==> src/rtl/multicycle_sequencer_pkg.sv <==
// Shared definitions for the multi-cycle sequencer: FSM state encoding,
// opcode values, decoded control words and control-word bit positions.
package multicycle_sequencer_pkg;

    typedef enum logic [2:0] {
        ST_FETCH  = 3'd0,
        ST_DECODE = 3'd1,
        ST_EXEC   = 3'd2,
        ST_MEM    = 3'd3,
        ST_WB     = 3'd4,
        ST_HALT   = 3'd7
    } state_e;

    localparam logic [3:0] OP_ADD  = 4'h0;
    localparam logic [3:0] OP_SUB  = 4'h1;
    localparam logic [3:0] OP_AND  = 4'h2;
    localparam logic [3:0] OP_OR   = 4'h3;
    localparam logic [3:0] OP_ADDI = 4'h4;
    localparam logic [3:0] OP_LW   = 4'h5;
    localparam logic [3:0] OP_SW   = 4'h6;
    localparam logic [3:0] OP_SLT  = 4'h7;
    localparam logic [3:0] OP_BEQ  = 4'h8;
    localparam logic [3:0] OP_BNE  = 4'h9;
    localparam logic [3:0] OP_SLL  = 4'hA;
    localparam logic [3:0] OP_SRL  = 4'hB;

    localparam logic [11:0] CTRL_ADD  = 12'h822;
    localparam logic [11:0] CTRL_SUB  = 12'h826;
    localparam logic [11:0] CTRL_AND  = 12'h820;
    localparam logic [11:0] CTRL_OR   = 12'h821;
    localparam logic [11:0] CTRL_ADDI = 12'h062;
    localparam logic [11:0] CTRL_LW   = 12'h1E2;
    localparam logic [11:0] CTRL_SW   = 12'h0C2;
    localparam logic [11:0] CTRL_SLT  = 12'h827;
    localparam logic [11:0] CTRL_BEQ  = 12'h406;
    localparam logic [11:0] CTRL_BNE  = 12'h206;
    localparam logic [11:0] CTRL_SLL  = 12'h830;
    localparam logic [11:0] CTRL_SRL  = 12'h828;

    localparam int CB_REGDST   = 11;
    localparam int CB_BEQ      = 10;
    localparam int CB_BNE      = 9;
    localparam int CB_MEMTOREG = 8;
    localparam int CB_MEMWRITE = 7;
    localparam int CB_ALUSRC   = 6;
    localparam int CB_REGWRITE = 5;
    localparam int CB_SLL      = 4;
    localparam int CB_SRL      = 3;

endpackage

==> src/rtl/multicycle_sequencer_op_decode.sv <==
// Combinational opcode decoder: maps the 4-bit opcode to its 12-bit control
// word and flags the undefined opcodes 1100-1111.
module multicycle_sequencer_op_decode
    import multicycle_sequencer_pkg::*;
(
    input  logic [3:0]  op,
    output logic [11:0] ctrl,
    output logic        illegal
);

    always_comb begin
        ctrl    = '0;
        illegal = 1'b0;
        case (op)
            OP_ADD:  ctrl = CTRL_ADD;
            OP_SUB:  ctrl = CTRL_SUB;
            OP_AND:  ctrl = CTRL_AND;
            OP_OR:   ctrl = CTRL_OR;
            OP_ADDI: ctrl = CTRL_ADDI;
            OP_LW:   ctrl = CTRL_LW;
            OP_SW:   ctrl = CTRL_SW;
            OP_SLT:  ctrl = CTRL_SLT;
            OP_BEQ:  ctrl = CTRL_BEQ;
            OP_BNE:  ctrl = CTRL_BNE;
            OP_SLL:  ctrl = CTRL_SLL;
            OP_SRL:  ctrl = CTRL_SRL;
            default: illegal = 1'b1;
        endcase
    end

endmodule

==> src/rtl/multicycle_sequencer.sv <==
// Multi-cycle control FSM: fetch/decode/exec/mem/writeback sequencing with
// memory handshake, branch resolution, illegal-op trap and timeout halt.
module multicycle_sequencer
    import multicycle_sequencer_pkg::*;
#(
    parameter int MEM_TIMEOUT = 16,
    parameter int CNT_W       = 16
) (
    input  logic             clk,
    input  logic             rst_n,
    input  logic [3:0]       op,
    input  logic             zero,
    input  logic             mem_ack,
    output logic             mem_req,
    output logic             mem_we,
    output logic             ir_write,
    output logic             pc_write,
    output logic             branch_taken,
    output logic             reg_write,
    output logic [11:0]      ctrl,
    output logic             illegal,
    output logic             bus_error,
    output logic [2:0]       state,
    output logic [CNT_W-1:0] instr_count
);

    localparam int TMO_W = $clog2(MEM_TIMEOUT + 1);
    localparam logic [TMO_W-1:0] TMO_LAST = TMO_W'(MEM_TIMEOUT - 1);

    state_e            state_q, state_d;
    logic [11:0]       ctrl_q, ctrl_d;
    logic              bus_error_q, bus_error_d;
    logic [CNT_W-1:0]  cnt_q, cnt_d;
    logic [TMO_W-1:0]  tmo_q, tmo_d;

    logic [11:0]       dec_ctrl;
    logic              dec_illegal;
    logic              retire;
    logic              req_s, we_s, irw_s, pcw_s, br_s, rw_s, ill_s;

    multicycle_sequencer_op_decode u_op_decode (
        .op      (op),
        .ctrl    (dec_ctrl),
        .illegal (dec_illegal)
    );

    always_comb begin
        state_d     = state_q;
        ctrl_d      = ctrl_q;
        bus_error_d = bus_error_q;
        retire      = 1'b0;
        req_s       = 1'b0;
        we_s        = 1'b0;
        irw_s       = 1'b0;
        pcw_s       = 1'b0;
        br_s        = 1'b0;
        rw_s        = 1'b0;
        ill_s       = 1'b0;

        case (state_q)
            ST_FETCH: begin
                req_s = 1'b1;
                if (mem_ack) begin
                    irw_s   = 1'b1;
                    pcw_s   = 1'b1;
                    state_d = ST_DECODE;
                end
            end
            ST_DECODE: begin
                ctrl_d = dec_ctrl;
                if (dec_illegal) begin
                    ill_s   = 1'b1;
                    state_d = ST_FETCH;
                end else begin
                    state_d = ST_EXEC;
                end
            end
            ST_EXEC: begin
                br_s = (ctrl_q[CB_BEQ] & zero) | (ctrl_q[CB_BNE] & ~zero);
                if (ctrl_q[CB_BEQ] | ctrl_q[CB_BNE]) begin
                    retire  = 1'b1;
                    state_d = ST_FETCH;
                end else if (ctrl_q[CB_MEMWRITE] | ctrl_q[CB_MEMTOREG]) begin
                    state_d = ST_MEM;
                end else begin
                    state_d = ST_WB;
                end
            end
            ST_MEM: begin
                // The lw word also carries MemWrite; MemtoReg marks it as a read.
                req_s = 1'b1;
                we_s  = ctrl_q[CB_MEMWRITE] & ~ctrl_q[CB_MEMTOREG];
                if (mem_ack) begin
                    if (ctrl_q[CB_MEMTOREG]) begin
                        state_d = ST_WB;
                    end else begin
                        retire  = 1'b1;
                        state_d = ST_FETCH;
                    end
                end
            end
            ST_WB: begin
                rw_s    = ctrl_q[CB_REGWRITE];
                retire  = 1'b1;
                state_d = ST_FETCH;
            end
            ST_HALT: begin
            end
            default: state_d = ST_FETCH;
        endcase

        // Counter is zero whenever no request is outstanding, so entry clears it.
        tmo_d = (req_s && !mem_ack) ? tmo_q + 1'b1 : '0;
        if (req_s && !mem_ack && tmo_q == TMO_LAST) begin
            bus_error_d = 1'b1;
            state_d     = ST_HALT;
        end

        cnt_d = retire ? cnt_q + 1'b1 : cnt_q;
    end

    always_ff @(posedge clk or negedge rst_n) begin
        if (!rst_n) begin
            state_q     <= ST_FETCH;
            ctrl_q      <= '0;
            bus_error_q <= 1'b0;
            cnt_q       <= '0;
            tmo_q       <= '0;
        end else begin
            state_q     <= state_d;
            ctrl_q      <= ctrl_d;
            bus_error_q <= bus_error_d;
            cnt_q       <= cnt_d;
            tmo_q       <= tmo_d;
        end
    end

    // Strobes are forced low while reset is held, even though FETCH requests.
    assign mem_req      = rst_n & req_s;
    assign mem_we       = rst_n & we_s;
    assign ir_write     = rst_n & irw_s;
    assign pc_write     = rst_n & pcw_s;
    assign branch_taken = rst_n & br_s;
    assign reg_write    = rst_n & rw_s;
    assign illegal      = rst_n & ill_s;

    assign ctrl        = ctrl_q;
    assign bus_error   = bus_error_q;
    assign state       = state_q;
    assign instr_count = cnt_q;

endmodule
==> config.mk <==
export PLATFORM = sky130hd
export DESIGN_NAME = multicycle_sequencer
export DESIGN_NICKNAME = d
export VERILOG_FILES = /design/src/rtl/multicycle_sequencer_pkg.sv /design/src/rtl/multicycle_sequencer_op_decode.sv /design/src/rtl/multicycle_sequencer.sv
export SDC_FILE = /design/constraint.sdc
export NUM_CORES = 1
export LEC_CHECK = 0
export CAP_MARGIN = 10
export CORE_MARGIN = 1.5
export CORE_UTILIZATION = 30
export CTS_BUF_LIST = sky130_fd_sc_hd__clkbuf_2
export DETAILED_ROUTE_END_ITERATION = 10
export GPL_TIMING_DRIVEN = 1
export PLACE_DENSITY = 0.53
export SKIP_CTS_REPAIR_TIMING = 1
export SLEW_MARGIN = 20
export SYNTH_ARGS = -nofsm -noshare
export SYNTH_HDL_FRONTEND = slang
export SYNTH_SLANG_ARGS = --single-unit
==> constraint.sdc <==
create_clock -name clk -period 2.45 [get_ports clk]
set_clock_uncertainty 0.05 [all_clocks]
set_input_delay 0.245 -clock clk [delete_from_list [all_inputs] [get_ports clk]]
set_output_delay 0.245 -clock clk [all_outputs]
set_load 0.01 [all_outputs]
==> results.md, run 1 <==
- Worst-Margin Slew: 0.576 ns
- Htree depth: 2
- Post-Syn Area per Cell: 10.4 um^2
- Largest net degree at the start of global routing: 25
- Worst Path Buf+Inv: 1
- CP peak stage delay: 0.55 ns
- CP Launch Point: state[1]$_DFFE_PN0P_
- Worst Path Arrival: 1.94 ns
- Number of diodes: 0
- Vias after detailed routing: 1430
- Crit. End Element: primary output
- Die area: 0.00674 mm^2
- Post-synth cell types: 45
- WL/cell: 13.3 um
- Placer Congestion: 0.750
- Highest clock rate: 448 MHz
- Initial antenna violation count: 0
- Final count of negative-setup-slack endpoints: 0
- DRC viols: 0
- Antenna viol nets, final: 0
- Relative slew slack: 61.6%
- Mapped Area: 0.00188 mm^2
- Share of cells above drive strength 1: 12.2%
- First-pass GRT wire length: 6800 um
- Setup crit start kind: register
- Fin util: 41.5%
- Cell Pwr Density: 879 mW/mm^2
- Leakage: 1.06 nW
- Clock Pin Slew Worst Setup and Hold Paths: 0.20 ns
- Max IR drop VDD: 0.408 mV
- Post-Layout Inst Area: 0.00248 mm^2
- Clk sink count: 37
- Synth area leader: dfrtp_1
- Core footprint: 0.00599 mm^2
- R2r startpoint: state[2]$_DFFE_PN0P_
- Max Cap Violations: 0
- Max Fanout on Critical Path: 9
- TritonCTS clock tree: yes
- DRT Pass-1 Iters: 4
- CP top delay family: flip-flops
- Fin crit share: 91.1%
- Critical-path cell list: nor2b_4, nand3_1, nor2_1, clkdlybuf4s50_1
- Chip height: 82.1 um
- Num rows: 28
- Syn. warnings: 0
- CTS Buffer Depth: 2
- Post-Syn Nets: 192
- Drt total wl: 4050 um
- Layout fillers: 602
- Die width: 82.1 um
- Max-slew violation count: 0
- Vias per cell: 4.69
- GRT overflow: 0
- Cell count after synthesis: 181
- Clock latency on the worst-skew pair: 0.39 ns
- CTS Buf Count: 5
- Critical-path top delay cell: dfrtp_1
- RSZ-0062 raised after global routing: false
- HPWL Detailed: 2910 um
- GRT Total Usage: 13.4%
- CTS Root Cell: clkbuf_2
- Fin. Hold Viols: 0
- Final nets: 241
- Placement Cell Area: 0.00239 mm^2
- Final TNS setup: 0 ns
- Required @ worst endpoint: 2.15 ns
- Register bit total from synthesis: 37
- Vias in the first global route: 1470
- Post-synthesis sequential area ratio: 49.3%
- I/O pin count: 47
- Critical path class: reg -> out
- Initial DRC count: 66
- Largest cells by area after synthesis: dfrtp_1 (49%), xnor2_1 (7.5%), nand2_1 (4.0%), nand3_2 (3.2%), nor2_1 (2.8%)
- Area Overhead vs Synth: 32.4%
- Worst Hold Class: in -> async
- PortBufs: 46
- Yosys top cell area share: 49.3%
- Final worst path period need: 2.23 ns
- Starting Density: 31.3%
- Status: finished, final reports clean
-- through the flow --
| stage | total power [W] | hold slack, ns | worst slack [ns] | cells |
|---|---|---|---|---|
| floorplan | 0.00143 | -0.101 | 0.854 | 181 |
| global placement | 0.00184 | 0.105 | 0.485 | 295 |
| detailed placement | 0.00183 | 0.101 | 0.449 | 295 |
| CTS | 0.00221 | -0.361 | 0.153 | 302 |
| global route | 0.00236 | 0.409 | 0.0417 | 305 |
| finish | 0.00218 | 0.388 | 0.219 | 305 |
-- report_power, final --
group / leakage [nW] / total [W] / internal [W] / switching (W)
logic: 0.533 / 0.000891 / 0.000457 / 0.000435
registers: 0.493 / 0.000922 / 0.000755 / 0.000166
clock network: 0.0388 / 0.000370 / 0.000166 / 0.000204
total: 1.06 / 0.00218 / 0.00138 / 0.000805
-- synth_stat cells, drive strengths merged --
cell type  count
a211o          1
a211oi         1
a21o           2
a21oi          7
a22o           2
and2           2
and3           5
and4           2
buf            5
clkbuf         5
dfrtp         37
ha             3
inv            6
mux2           1
mux2i          1
nand2         21
nand2b         3
nand3         10
nand3b         1
nand4          5
nor2          14
nor2b          3
nor3           4
nor3b          2
o211ai         1
o21ai          5
o21bai         1
o22ai          1
o31ai          6
o32a           1
or2            1
or3            2
or4            1
xnor2         16
xor2           3
-- area by class of cell --
type                    count  area [um^2]  area share (%)
clock inverters             2         35.0            1.41
well taps                  75         93.8            3.78
clock buffers               5         25.0            1.01
repair buffers             52          508            20.4
inverters                   6         22.5           0.906
multi-input cells         128          873            35.1
flip-flops and latches     37          927            37.3
-- layer usage --
layer,share of wire [%],global-route usage (%),vias up,wire length (um)
li1,-,-,714,-
met1,47,16.4,676,1890
met2,46,21.9,32,1880
met3,5.4,4.40,8,218
met4,1.5,5.08,0,62
met5,0,0,-,0
-- cell usage in the layout, fill, tap and decap left out, types with 2 or more instances in the layout --
| master | n |
|---|---|
| a21o_1 | 2 |
| a21oi_1 | 7 |
| a22o_1 | 2 |
| and2_1 | 2 |
| and3_1 | 4 |
| buf_4 | 3 |
| clkbuf_2 | 5 |
| clkdlybuf4s50_1 | 45 |
| dfrtp_1 | 36 |
| dlygate4sd3_1 | 3 |
| ha_1 | 3 |
| inv_1 | 6 |
| nand2_1 | 20 |
| nand2b_1 | 3 |
| nand3_1 | 4 |
| nand3_2 | 6 |
| nand4_1 | 3 |
| nand4_2 | 2 |
| nor2_1 | 14 |
| nor2b_1 | 2 |
| nor3_1 | 3 |
| nor3b_1 | 2 |
| o21ai_0 | 4 |
| o31ai_1 | 6 |
| or3_1 | 2 |
| xnor2_1 | 16 |
| xor2_1 | 3 |
-- logic make-up (layout without fill, tap and decap cells) --
group | Yosys count | in the layout | synth area share [%]
adder cells (fa/ha/maj) | 3 | 3 | 2.00
flip-flops | 37 | 37 | 49.3
AO/OA/AOI/OAI | 28 | 28 | 10.6
XOR/XNOR | 19 | 19 | 8.87
multiplexers | 2 | 2 | 1.13
AND/OR/NAND/NOR | 76 | 76 | 23.9
buffers and inverters | 16 | 65 | 4.13
-- sequential cells by signal, indices dropped and copies added, names as in the netlist --
register,flops
instr_count,16
ctrl,12
tmo_q,5
state,3
bus_error,1
-- worst register-to-register path: stages, from the launching register on --
cell     delay, ns
dfrtp_1       0.58
nor2b_1       0.26
a21oi_1       0.10
o22ai_4       0.46
mux2_2        0.40
-- final timing paths --
| path | endpoint | slack (ns) | cells after the start |
|---|---|---|---|
| worst min-delay path | instr_count[8]$_DFFE_PN0P_ | 0.39 | 3 |
| worst max register to register | instr_count[1]$_DFFE_PN0P_ | 0.51 | 4 |
| worst max-delay path | mem_we | 0.22 | 4 |
| worst min register to register | tmo_q[0]$_DFF_PN0_ | 0.43 | 1 |
| max in group asynchronous | ctrl[7]$_DFFE_PN0P_ | 1.12 | 3 |
| min in group clk | tmo_q[0]$_DFF_PN0_ | 0.43 | 1 |
(Power assumes the default switching activity.)
==> inputs of run 2 (changes only) <==
--- a/config.mk
+++ b/config.mk
@@ -9,6 +9,7 @@
 export CORE_MARGIN = 1.5
 export CORE_UTILIZATION = 30
 export CTS_BUF_LIST = sky130_fd_sc_hd__clkbuf_2
+export CTS_CLUSTER_SIZE = 12
 export DETAILED_ROUTE_END_ITERATION = 10
 export GPL_TIMING_DRIVEN = 1
 export PLACE_DENSITY = 0.53
==> results of run 2 <==
Final layout, timing and power as in run 1 (identical DEF).
